File: src/rtl/branch_dir_predictor_pkg.sv
// Shared definitions for the gshare direction predictor: default geometry,
// 2-bit counter encodings and the sequential fetch step.
package branch_dir_predictor_pkg;

    localparam int INDEX_WIDTH_DEF = 6;
    localparam int GHR_WIDTH_DEF   = 6;

    typedef enum logic [1:0] {
        SNT = 2'b00,
        WNT = 2'b01,
        WT  = 2'b10,
        ST  = 2'b11
    } cnt_e;

    localparam logic [31:0] PC_STEP = 32'd4;

endpackage

File: src/rtl/branch_dir_predictor_sat_counter2.sv
// Pure combinational 2-bit saturating counter step: increment on taken,
// decrement on not-taken, holding at the strong states.
module sat_counter2
    import branch_dir_predictor_pkg::*;
(
    input  logic [1:0] cnt_in,
    input  logic       inc,
    output logic [1:0] cnt_out
);

    always_comb begin
        cnt_out = cnt_in;
        if (inc) begin
            if (cnt_in != 2'(ST)) cnt_out = cnt_in + 2'd1;
        end else begin
            if (cnt_in != 2'(SNT)) cnt_out = cnt_in - 2'd1;
        end
    end

endmodule

File: src/rtl/branch_dir_predictor.sv
// Gshare direction predictor behind the BTB: zero-latency PHT lookup on the
// fetch PC, speculative GHR shift, and EX-stage training / history repair.
module branch_dir_predictor
    import branch_dir_predictor_pkg::*;
#(
    parameter int         INDEX_WIDTH = INDEX_WIDTH_DEF,
    parameter int         GHR_WIDTH   = GHR_WIDTH_DEF,
    parameter logic [1:0] CNT_RESET   = 2'(WNT)
) (
    input  logic                 clk,
    input  logic                 rst_n,
    input  logic                 fetch_valid,
    input  logic [31:0]          IF1_pc,
    input  logic                 btb_hit,
    input  logic                 IF1_Branch,
    input  logic                 IF1_Jump,
    input  logic [31:0]          pc_imm_in,
    output logic                 predict_taken,
    output logic [31:0]          predict_pc,
    output logic [GHR_WIDTH-1:0] pred_ghr,
    input  logic                 EX_valid,
    input  logic                 EX_is_branch,
    input  logic [31:0]          EX_pc,
    input  logic [GHR_WIDTH-1:0] EX_ghr,
    input  logic                 EX_taken,
    input  logic                 EX_mispredict,
    output logic [31:0]          stat_branches,
    output logic [31:0]          stat_mispredicts
);

    localparam int PHT_SIZE = 2 ** INDEX_WIDTH;

    logic [1:0]             pht [PHT_SIZE];
    logic [GHR_WIDTH-1:0]   ghr;
    logic [INDEX_WIDTH-1:0] fetch_idx;
    logic [INDEX_WIDTH-1:0] ex_idx;
    logic [1:0]             cnt;
    logic [1:0]             train_cnt;
    logic                   train_en;
    logic                   repair_en;
    logic                   spec_en;

    // Only the word-index bits of the resolved PC select a PHT entry.
    logic unused_ex_pc_bits;
    assign unused_ex_pc_bits = ^{EX_pc[31:INDEX_WIDTH+2], EX_pc[1:0]};

    assign fetch_idx = IF1_pc[INDEX_WIDTH+1:2] ^ INDEX_WIDTH'(ghr);
    assign ex_idx    = EX_pc[INDEX_WIDTH+1:2]  ^ INDEX_WIDTH'(EX_ghr);

    assign cnt           = pht[fetch_idx];
    assign predict_taken = btb_hit && (IF1_Jump || (IF1_Branch && cnt[1]));
    assign predict_pc    = predict_taken ? pc_imm_in : IF1_pc + PC_STEP;
    assign pred_ghr      = ghr;

    assign train_en  = EX_valid && EX_is_branch;
    assign repair_en = EX_valid && EX_mispredict;
    assign spec_en   = fetch_valid && btb_hit && IF1_Branch && !EX_mispredict;

    sat_counter2 u_train_cnt (
        .cnt_in  (pht[ex_idx]),
        .inc     (EX_taken),
        .cnt_out (train_cnt)
    );

    always_ff @(posedge clk or negedge rst_n) begin
        if (!rst_n) begin
            for (int i = 0; i < PHT_SIZE; i++) pht[i] <= CNT_RESET;
        end else if (train_en) begin
            pht[ex_idx] <= train_cnt;
        end
    end

    // A resolved mispredict rebuilds history from the EX snapshot and wins
    // over any speculative shift from the fetch in the same cycle.
    always_ff @(posedge clk or negedge rst_n) begin
        if (!rst_n) begin
            ghr <= '0;
        end else if (repair_en) begin
            ghr <= EX_is_branch ? {EX_ghr[GHR_WIDTH-2:0], EX_taken} : EX_ghr;
        end else if (spec_en) begin
            ghr <= {ghr[GHR_WIDTH-2:0], cnt[1]};
        end
    end

    always_ff @(posedge clk or negedge rst_n) begin
        if (!rst_n) begin
            stat_branches    <= '0;
            stat_mispredicts <= '0;
        end else begin
            if (train_en && stat_branches != 32'hFFFF_FFFF)
                stat_branches <= stat_branches + 32'd1;
            if (repair_en && stat_mispredicts != 32'hFFFF_FFFF)
                stat_mispredicts <= stat_mispredicts + 32'd1;
        end
    end

endmodule

File: config.mk
export PLATFORM = sky130hd
export DESIGN_NAME = branch_dir_predictor
export DESIGN_NICKNAME = d
export VERILOG_FILES = /design/src/rtl/branch_dir_predictor_pkg.sv /design/src/rtl/branch_dir_predictor_sat_counter2.sv /design/src/rtl/branch_dir_predictor.sv
export SDC_FILE = /design/constraint.sdc
export NUM_CORES = 1
export LEC_CHECK = 0
export ABC_CLOCK_PERIOD_IN_PS = 2600
export CAP_MARGIN = 20
export CORE_UTILIZATION = 48
export DETAILED_ROUTE_END_ITERATION = 8
export GPL_ROUTABILITY_DRIVEN = 0
export PLACE_DENSITY = 0.75
export SYNTH_ARGS = -nofsm -noshare
export SYNTH_HDL_FRONTEND = slang
export SYNTH_HIERARCHICAL = 1
export SYNTH_SLANG_ARGS = --single-unit
File: constraint.sdc
create_clock -name clk -period 2.6 [get_ports clk]
set_input_delay 0.26 -clock clk [delete_from_list [all_inputs] [get_ports clk]]
set_output_delay 0.26 -clock clk [all_outputs]
set_load 0.01 [all_outputs]
==> results.yml, run 1 <==
clock_tree:
  cts_tree: "done"
  ctsRootBufferMaster: "clkbuf_16"
  path_clk_slew_ns: 0.07
  htree_levels: 4
  clkLatencyLatePin_ns: 0.45
  clock-sinks: 198
  clk_path_buf_depth: 2
  cts_buffers: 17
yosys:
  synthesis.area_sq_mm: 0.0115
  syn_inst: 1129
  syn-num-nets: 1244
  avgSynthCellArea_sq_um: 10.2
  synth.distinct_cells: 49
  ys_seq_area_share_pct: 43.6
  ys_warn_count: 6
  postSynth.asyncResetShare_pct: 100
  synthFlopType: "dfrtp_1"
  synth-edff-count: 0
  synth_seq_cells: 198
setup_path:
  worstPathMaxFanout: 8
  worst_ep_arrival_time_ns: 3.52
  critPathLaunchType: "flop"
  crit_path_max_incr_delay_ns: 0.46
  cp.depth: 12
  cpMaxStageDelayCell: "mux2i_2"
  r2r-start: "pred_ghr[1]$_DFFE_PN0P_"
  crit_path_end_kind: "primary output"
  cp_top_family: "compound AO/OA/AOI/OAI gates"
  rr_worst_depth: 12
  cp-startpoint: "pred_ghr[1]$_DFFE_PN0P_"
  criticalPathCategory: "flop to primary output"
  critPathBufInv: 5
  crit_chain: "xor2_4 > buf_6 > buf_12 > mux2i_2 > o22ai_1 > nor4_1 > o2111ai_1 > and4_4 > buf_12 > buf_16 > o311a_4 > buf_6"
  crit_required_ns: 2.34
grt:
  grt_max_degree: 81
  grt-ovfl-total: 0
  grt_pass1_wl_um: 61700
  grt_usage_pct: 32.8
  grt_antenna_before_repair: 1
  grt_pass1_vias: 11300
finish:
  drive_gt1_share_pct: 41.3
  syn_to_final_growth_pct: 51.8
  fin_nets: 1663
  fillers: 1472
floorplanning:
  io_pins: 215
  start_util_pct: 49.0
  fp.dieH_um: 157
  dieArea_sq_mm: 0.0247
  design.core.area_sq_mm: 0.0235
  core.rowCount: 56
  die_w_um: 157
power_and_ir_drop:
  pwr-share-comb_pct: 36.3
  p_seq_share_pct: 36.3
  fin_total_pwr_uw: 10200
  intPower_uw: 6750
  irDropWorstVdd_mv: 0.541
  swShare_pct: 33.9
  p_leak_uw: 0.00765
  clkPwrFrac_pct: 27.4
  p_sw_uw: 3470
  power.density_mw_per_mm2: 583
detailed_routing:
  drtPass1Iterations: 6
  routed_wl_um: 45800
  wl_per_cell_um: 24.4
  drcViolationCount: 0
  drt_iter0_drc: 1669
  via_per_inst: 6.27
  ant_nets: 0
  dr_total_vias: 11800
timing:
  final_hold_viol_count: 0
  slew_headroom_pct: 53.1
  worstMarginPinSlew_ns: 0.702
  drv_slew: 0
  period_needed_ns: 3.78
  fmax_mhz: 264
  post-route-period-util_pct: 145
  setup_viol: 162
  rsz0062_at_grt: "yes"
  fin_ws_ns: -1.18
  final.setup_skew_ns: 0.0131
min_path:
  hold_start: "EX_ghr[0]"
  worstHoldPathType: "input pin to flop"
  worstHoldPathCells: 6
run_status:
  violations: "setup timing"
  status: "finished, violations left"
placement:
  numPortBuffers: 188
  post-place-ws_ns: -1.23
  place_hpwl_um: 27000
flow_run:
  cap_violations: 0
==> layer usage <==
layer	wire length [um]	GRT usage [%]
met5	0	0
met4	3440	20.7
met2	20800	54.1
met3	4950	8.73
met1	16600	38.1
==> metrics by stage <==
step	hold WS (ns)	util (%)	cell area (sq um)	TNS, ns	instances
after floorplan	-0.0356	-	11800	-0.00336	1129
after global placement	0.344	66.0	15500	-177.05	1789
after detailed placement	0.349	66.1	15600	-175.49	1791
after CTS	0.417	71.5	16800	-26.04	1854
after global routing	0.407	74.4	17500	-80.97	1881
final	0.375	74.4	17500	-67.13	1881
==> cell usage after synthesis, types with 10 or more instances <==
cell / number / area (sq um)
o21ai_0: 28 / 140
o22ai_1: 12 / 75.1
dfstp_2: 64 / 1680
mux2_2: 130 / 1460
mux2i_1: 34 / 340
a22oi_1: 72 / 541
nand3_1: 35 / 175
inv_1: 20 / 75.1
nor2_1: 75 / 282
a21o_1: 22 / 165
clkbuf_1: 42 / 158
and3_1: 14 / 87.6
and4_1: 10 / 87.6
a211oi_2: 21 / 263
dfrtp_1: 134 / 3350
a21oi_1: 25 / 125
xnor2_1: 69 / 604
nand2_1: 122 / 458
xor2_1: 42 / 368
nor3_1: 36 / 180
nand4_1: 48 / 300
==> power by group through the flow <==
stage,clock [uW],sequential (uW),combinational (uW)
floorplan,0,3740,1440
global placement,0,3710,2770
detailed placement,0,3720,2830
CTS,2780,3670,3330
global route,2930,3730,3860
finish,2800,3700,3710
==> tightest hold or removal path, cell delays in order <==
cell	delay (ns)
buf_6	0.10
buf_4	0.12
mux2i_1	0.06
nand2_1	0.08
o21ai_2	0.05
o21ai_1	0.11
==> kinds of logic after synthesis <==
family,Yosys count,synth area share (%)
AOI/OAI and AO/OA,203,13.1
xor gates and xnor gates,112,8.56
adders and majority gates,5,0.520
buffers and inverters,79,3.12
DFF,198,43.6
muxes,164,15.6
and+or+nand+nor,368,15.4
==> worst paths after layout <==
path / slack (ns) / endpoint
setup / recovery: -1.18 / predict_pc[2]
hold / removal: 0.38 / pred_ghr[0]$_DFFE_PN0P_
setup reg to reg: -0.32 / pred_ghr[0]$_DFFE_PN0P_
hold reg to reg: 0.49 / stat_mispredicts[15]$_DFFE_PN0P_
max in group asynchronous: 1.40 / pht[80]$_DFFE_PN1P_
min in group asynchronous: 0.41 / stat_mispredicts[3]$_DFFE_PN0P_
==> sequential cells by signal, summed over array words and instances, names as in the netlist <==
name / flops
pht: 128
stat_branches: 32
stat_mispredicts: 32
pred_ghr: 6
==> final cells by class <==
class                           instances  area (sq um)  share of cell area (%)
Multi-Input combinational cell        853          6950                    39.7
Tap cell                              319           399                    2.28
Clock inverter                         15           191                    1.09
Timing Repair Buffer                  458          4440                    25.3
Antenna cell                            1          2.50                  0.0143
Sequential cell                       198          5040                    28.7
Inverter                               20          75.1                   0.428
Clock buffer                           17           425                    2.43
==> cell usage in the layout, fill, tap and decap left out, drive strengths merged, types with 4 or more instances in the layout <==
master,instances
a211oi,22
a21o,22
a21oi,26
a22oi,72
and2,5
and3,14
and4,10
buf,291
clkbuf,29
clkdlybuf4s50,148
clkinv,6
dfrtp,134
dfstp,64
dlygate4sd2,6
inv,26
mux2,130
mux2i,34
nand2,122
nand2b,4
nand3,35
nand4,48
nor2,75
nor3,37
nor4,12
o2111ai,4
o21ai,28
o22ai,12
o31a,7
xnor2,69
xor2,43
==> what timing repair did <==
action | 4_1_cts | 5_1_grt
resized for setup | 211 | 105
pin swaps | 42 | 41
endpoints found under the setup margin | 162 | 173
buffers inserted | 27 | 19
hold endpoints to repair | 56 | 0
gates cloned | 6 | 12
hold buffers | 1 | 0
Power figures use the tool's default switching activity.
==> run 2, diff against run 1 <==
- ABC_CLOCK_PERIOD_IN_PS: 2600 -> 3000
- clock period: 2.6 -> 3 ns (I/O delays scaled with it)
==> run 2 against run 1 <==
Effect of this change:
- the run still ends with setup timing left
- setup slack improved by 0.63 ns
- die area is the same
- core utilization fell by 6.3 points
- combinational power decreased by 28%
- wire length down 17%
- clock-buffer cell count unchanged
- sequential share of layout area up 2.6 points
- global-route usage decreased by 3.5 points
- cell count shrank 5.8%
- clock power shrank 18%
- first-iteration DRC count shrank 36%
- largest power group is now sequential cells
- highest routed layer unchanged
==> results.yml, run 2 (synthesis results as in run 1) <==
run_status:
  status: "finished, violations left"
  violations: "setup timing"
grt:
  grt-ovfl-total: 0
  grt_max_degree: 95
  grt_usage_pct: 29.3
  grt_pass1_wl_um: 55600
  grt_pass1_vias: 10300
  grt_antenna_before_repair: 1
floorplanning:
  start_util_pct: 49.0
  core.rowCount: 56
  die_w_um: 157
  io_pins: 215
  fp.dieH_um: 157
  design.core.area_sq_mm: 0.0235
  dieArea_sq_mm: 0.0247
flow_run:
  cap_violations: 0
clock_tree:
  clkLatencyLatePin_ns: 0.45
  ctsRootBufferMaster: "clkbuf_16"
  clock-sinks: 198
  cts_tree: "done"
  htree_levels: 4
  cts_buffers: 17
  path_clk_slew_ns: 0.08
  clk_path_buf_depth: 2
timing:
  rsz0062_at_grt: "yes"
  drv_slew: 0
  final_hold_viol_count: 0
  post-route-period-util_pct: 118
  slew_headroom_pct: 37.4
  period_needed_ns: 3.55
  worstMarginPinSlew_ns: 0.927
  fin_ws_ns: -0.555
  final.setup_skew_ns: 0.0101
  setup_viol: 33
  fmax_mhz: 281
detailed_routing:
  ant_nets: 0
  routed_wl_um: 37800
  via_per_inst: 6.10
  dr_total_vias: 10800
  wl_per_cell_um: 21.4
  drtPass1Iterations: 6
  drt_iter0_drc: 1062
  drcViolationCount: 0
finish:
  drive_gt1_share_pct: 35.3
  final_area_sq_mm: 0.0161
  fillers: 1731
  regMostFlops: "pht"
  reg_top3: "pht: 128 flops, stat_branches: 32 flops, stat_mispredicts: 32 flops"
  final_cell_count_no_fill: 1772
  fin_nets: 1554
  final_cell_mix: "clkdlybuf4s50_1 (146), dfrtp_1 (132), mux2_2 (130), buf_4 (130), nand2_1 (121)"
  syn_to_final_growth_pct: 39.1
  final_common_cell: "clkdlybuf4s50_1"
  largest_register_ffs: 128
setup_path:
  critPathBufInv: 5
  worstPathMaxFanout: 10
  cpMaxStageDelayCell: "dfrtp_2"
  critPathLaunchType: "flop"
  crit_path_max_incr_delay_ns: 0.45
  criticalPathCategory: "flop to primary output"
  worst_ep_arrival_time_ns: 3.25
  crit_path_end_kind: "primary output"
  crit_required_ns: 2.70
  cp_top_family: "buffers and inverters"
  crit_chain: "xor2_4 > buf_12 > clkbuf_16 > mux2i_1 > o22ai_1 > nor4_2 > o2111ai_1 > and4_4 > buf_12 > buf_6 > nor3_4 > a211oi_2 > dlymetal6s2s_1"
  path_common_cell: "buf_12"
power_and_ir_drop:
  power.density_mw_per_mm2: 511
  p_leak_uw: 0.00697
  irDropWorstVdd_mv: 0.448
placement:
  dpl_cell_area_sq_mm: 0.0148
  place_hpwl_um: 26600
  dp.cells: 1716
  numPortBuffers: 188
min_path:
  worstHoldPathType: "input pin to async pin"
-- run 2: changes by cell type in the layout (fill, tap and decap cells not counted), sizes merged, moves of 4 or more --
cell,previous run,this run
clkbuf,29,33
inv,26,31
dlygate4sd2,6,1
dlymetal6s2s,0,12
buf,291,174
-- run 2: repair_timing --
action / CTS / global route
gates cloned: 1 / 4
pin swaps: 9 / 33
gates resized for setup: 70 / 135
setup endpoints to repair: 161 / 161
hold endpoints to repair: 82 / 0
hold buffers: 1 / 0
setup buffers: 5 / 14
-- run 2: metrics by stage --
step | setup WS, ns | util, % | power (uW) | TNS (ns) | hold slack, ns
after global routing | -0.599 | 68.2 | 8500 | -18.18 | 0.514
after global placement | -0.923 | 62.7 | 5440 | -102.61 | 0.433
after CTS | -0.747 | 66.1 | 7890 | -18.54 | 0.491
after detailed placement | -1.01 | 62.7 | 5500 | -114.32 | 0.430
after floorplan | 0.156 | - | 4370 | 0 | 0.00441
final | -0.555 | 68.2 | 8200 | -15.98 | 0.489
-- run 2: layout make-up --
cell class              instances  area, sq um  share of cell area (%)
repair buffers                350         3310                    20.6
clock buffers                  17          425                    2.65
diodes                          1         2.50                  0.0156
clock inverters                15          169                    1.05
multi-input cells             852         6630                    41.3
flip-flops and latches        198         5040                    31.4
well taps                     319          399                    2.49
inverters                      20         75.1                   0.468
-- run 2: worst reg2reg max path, delay by kind of cell, from the launching register on --
kind,cells,cell delay [ns]
and+or+nand+nor,2,0.49
muxes,1,0.33
buffers and inverters,3,0.46
DFF,1,0.45
AOI/OAI and AO/OA,4,0.59
xor gates and xnor gates,1,0.16
-- run 2: path summary, 6_finish.rpt --
kind | startpoint | end | slack [ns] | depth (start not counted)
worst max-delay path | pred_ghr[1]$_DFFE_PN0P_ | predict_pc[10] | -0.55 | 13
worst min-delay path | rst_n | stat_mispredicts[18]$_DFFE_PN0P_ | 0.49 | 2
worst max register to register | pred_ghr[1]$_DFFE_PN0P_ | pred_ghr[0]$_DFFE_PN0P_ | 0.39 | 11
worst min register to register | stat_branches[25]$_DFFE_PN0P_ | stat_branches[25]$_DFFE_PN0P_ | 0.49 | 1
max in group asynchronous | rst_n | pht[96]$_DFFE_PN1P_ | 1.57 | 3
min in group clk | stat_branches[25]$_DFFE_PN0P_ | stat_branches[25]$_DFFE_PN0P_ | 0.49 | 1
-- run 2: routing by layer --
layer	GRT usage, %	vias to the layer above	wire (um)
li1	-	4759	-
met2	49.4	622	18000
met3	5.67	149	3270
met4	13.6	0	1690
met1	36.4	5278	14800
met5	0	-	0
-- run 2: power by group --
part           switching (uW)  internal, uW  total (uW)
Combinational            1350          1310        2660
Sequential                248          2990        3240
Clock                    1170          1130        2300
Total                    2770          5440        8200
==> RTL edit, RTL diff (config.mk and constraints of run 1) <==
The package constant `GHR_WIDTH_DEF` goes from 6 to 8.
--- a/src/rtl/branch_dir_predictor_pkg.sv
+++ b/src/rtl/branch_dir_predictor_pkg.sv
@@ -4,5 +4,5 @@
 
     localparam int INDEX_WIDTH_DEF = 6;
-    localparam int GHR_WIDTH_DEF   = 6;
+    localparam int GHR_WIDTH_DEF   = 8;
 
     typedef enum logic [1:0] {
Interface: changed (resized EX_ghr and pred_ghr); port bits go from 215 to 219. The function was not compared with the original's and may differ.
==> RTL edit against run 1 <==
  * The run still ends with negative setup slack left
  * First-iteration DRC count decreased by 27%
  * Global-route usage fell by 0.33 points
  * Worst setup slack lost 0.072 ns
  * Final area down 3.7%
  * Routed wire length decreased by 8.4%
  * Via count down 4.0%
  * Clock power fell by 4%
  * Sequential cell count increased by 2
  * Synthesized area rose by 0.61%
  * Power decreased by 6.8%
  * Largest cell class unchanged
==> RTL edit: results (changes against run 1) <==
Parameter                              Value

Placed design
  I/O Buffers    192 (+2.1%)
  Post-DP Area    0.0155 mm^2 (-0.19%)
  Cells after DPL    1779 (-0.67%)
  Final HPWL from detailed placement    27000 um (+0.16%)

Global routing
  First-pass GRT wire length    60700 um (-1.7%)
  Met1 Use GR    0.409 (+0.0283)
  Met2 Resource Use GR    0.531 (-0.00977)
  Total global routing track utilization    0.325 (-0.00329)

Timing
  Clock Skew    0.0126 ns (-0.000493 ns)
  Final setup violating endpoints    43 (-73%)
  Final critical-path setup slack    -1.25 ns (-0.0717 ns)
  Relative slew slack    0.563 (+0.0328)
  Setup TNS    -34.28 ns (+32.85 ns)

Worst setup path
  Worst Reg2Reg Path Length in Cells    13 (+1)
  Slowest stage cell on the critical path    dfrtp_2

Detailed routing
  Detail Route met3 WL    4280 um (-14%)
  WL met2    19600 um (-5.9%)
  DRT Wirelength    42000 um (-8.4%)
  Wire length on met1    16100 um (-3.2%)

Synthesis
  Number of different library cells in the post-synthesis netlist    53 (+8.2%)
  Cell count after synthesis    1130 (+0.089%)
  Most common library cells after synthesis    dfrtp_1, mux2_2, nand2_1, nor2_1, a22oi_1
  Sequential fraction of the synthesis area    0.438 (+0.00168)
  Total nets after synthesis    1247 (+0.24%)

Layout
  Share of post-route cells with drive strength above 1    0.390 (-0.0225)

Outcome
  Run status    finished, violations left
  Violations in the final reports    negative setup slack

Clock tree
  Post-CTS setup-driven buffer insertion count    15 (-44%)

Power
  Max rail drop VDD    0.554 mV (+2.4%)
  Leak pwr    0.00734 uW (-4.0%)
RTL edit: cell types whose count changed after synthesis, moves of 4 or more:
cell,change
a211oi_1,+6
a21oi_1,+5
and3_1,+7
inv_1,-7
nand2b_1,-4
nor2b_1,+7
nor3_1,-4
o21ai_0,-11
RTL edit: power by group through the flow:
stage	clock network, uW	registers [uW]	logic (uW)
global placement	0	3740	2520
CTS	2690	3710	2780
floorplan	0	3750	1270
detailed placement	0	3760	2570
finish	2680	3730	3110
global route	2820	3760	3250
RTL edit: cells by family after synthesis:
family | synth area share
simple gates | 0.150
compound gates | 0.137
buf+inv | 0.0276
flops | 0.438
fa+ha+maj | 0.00517
xor+xnor | 0.0859
mux | 0.156
RTL edit: layout make-up:
type                       instances  area (um^2)
timing repair buffer             425         3890
fill                            1650         6740
sequential                       200         5090
antenna                            1         2.50
clock buffer                      17          425
tap                              319          399
inverter                          13         48.8
clock inverter                    15          175
multi-input combinational        863         6850
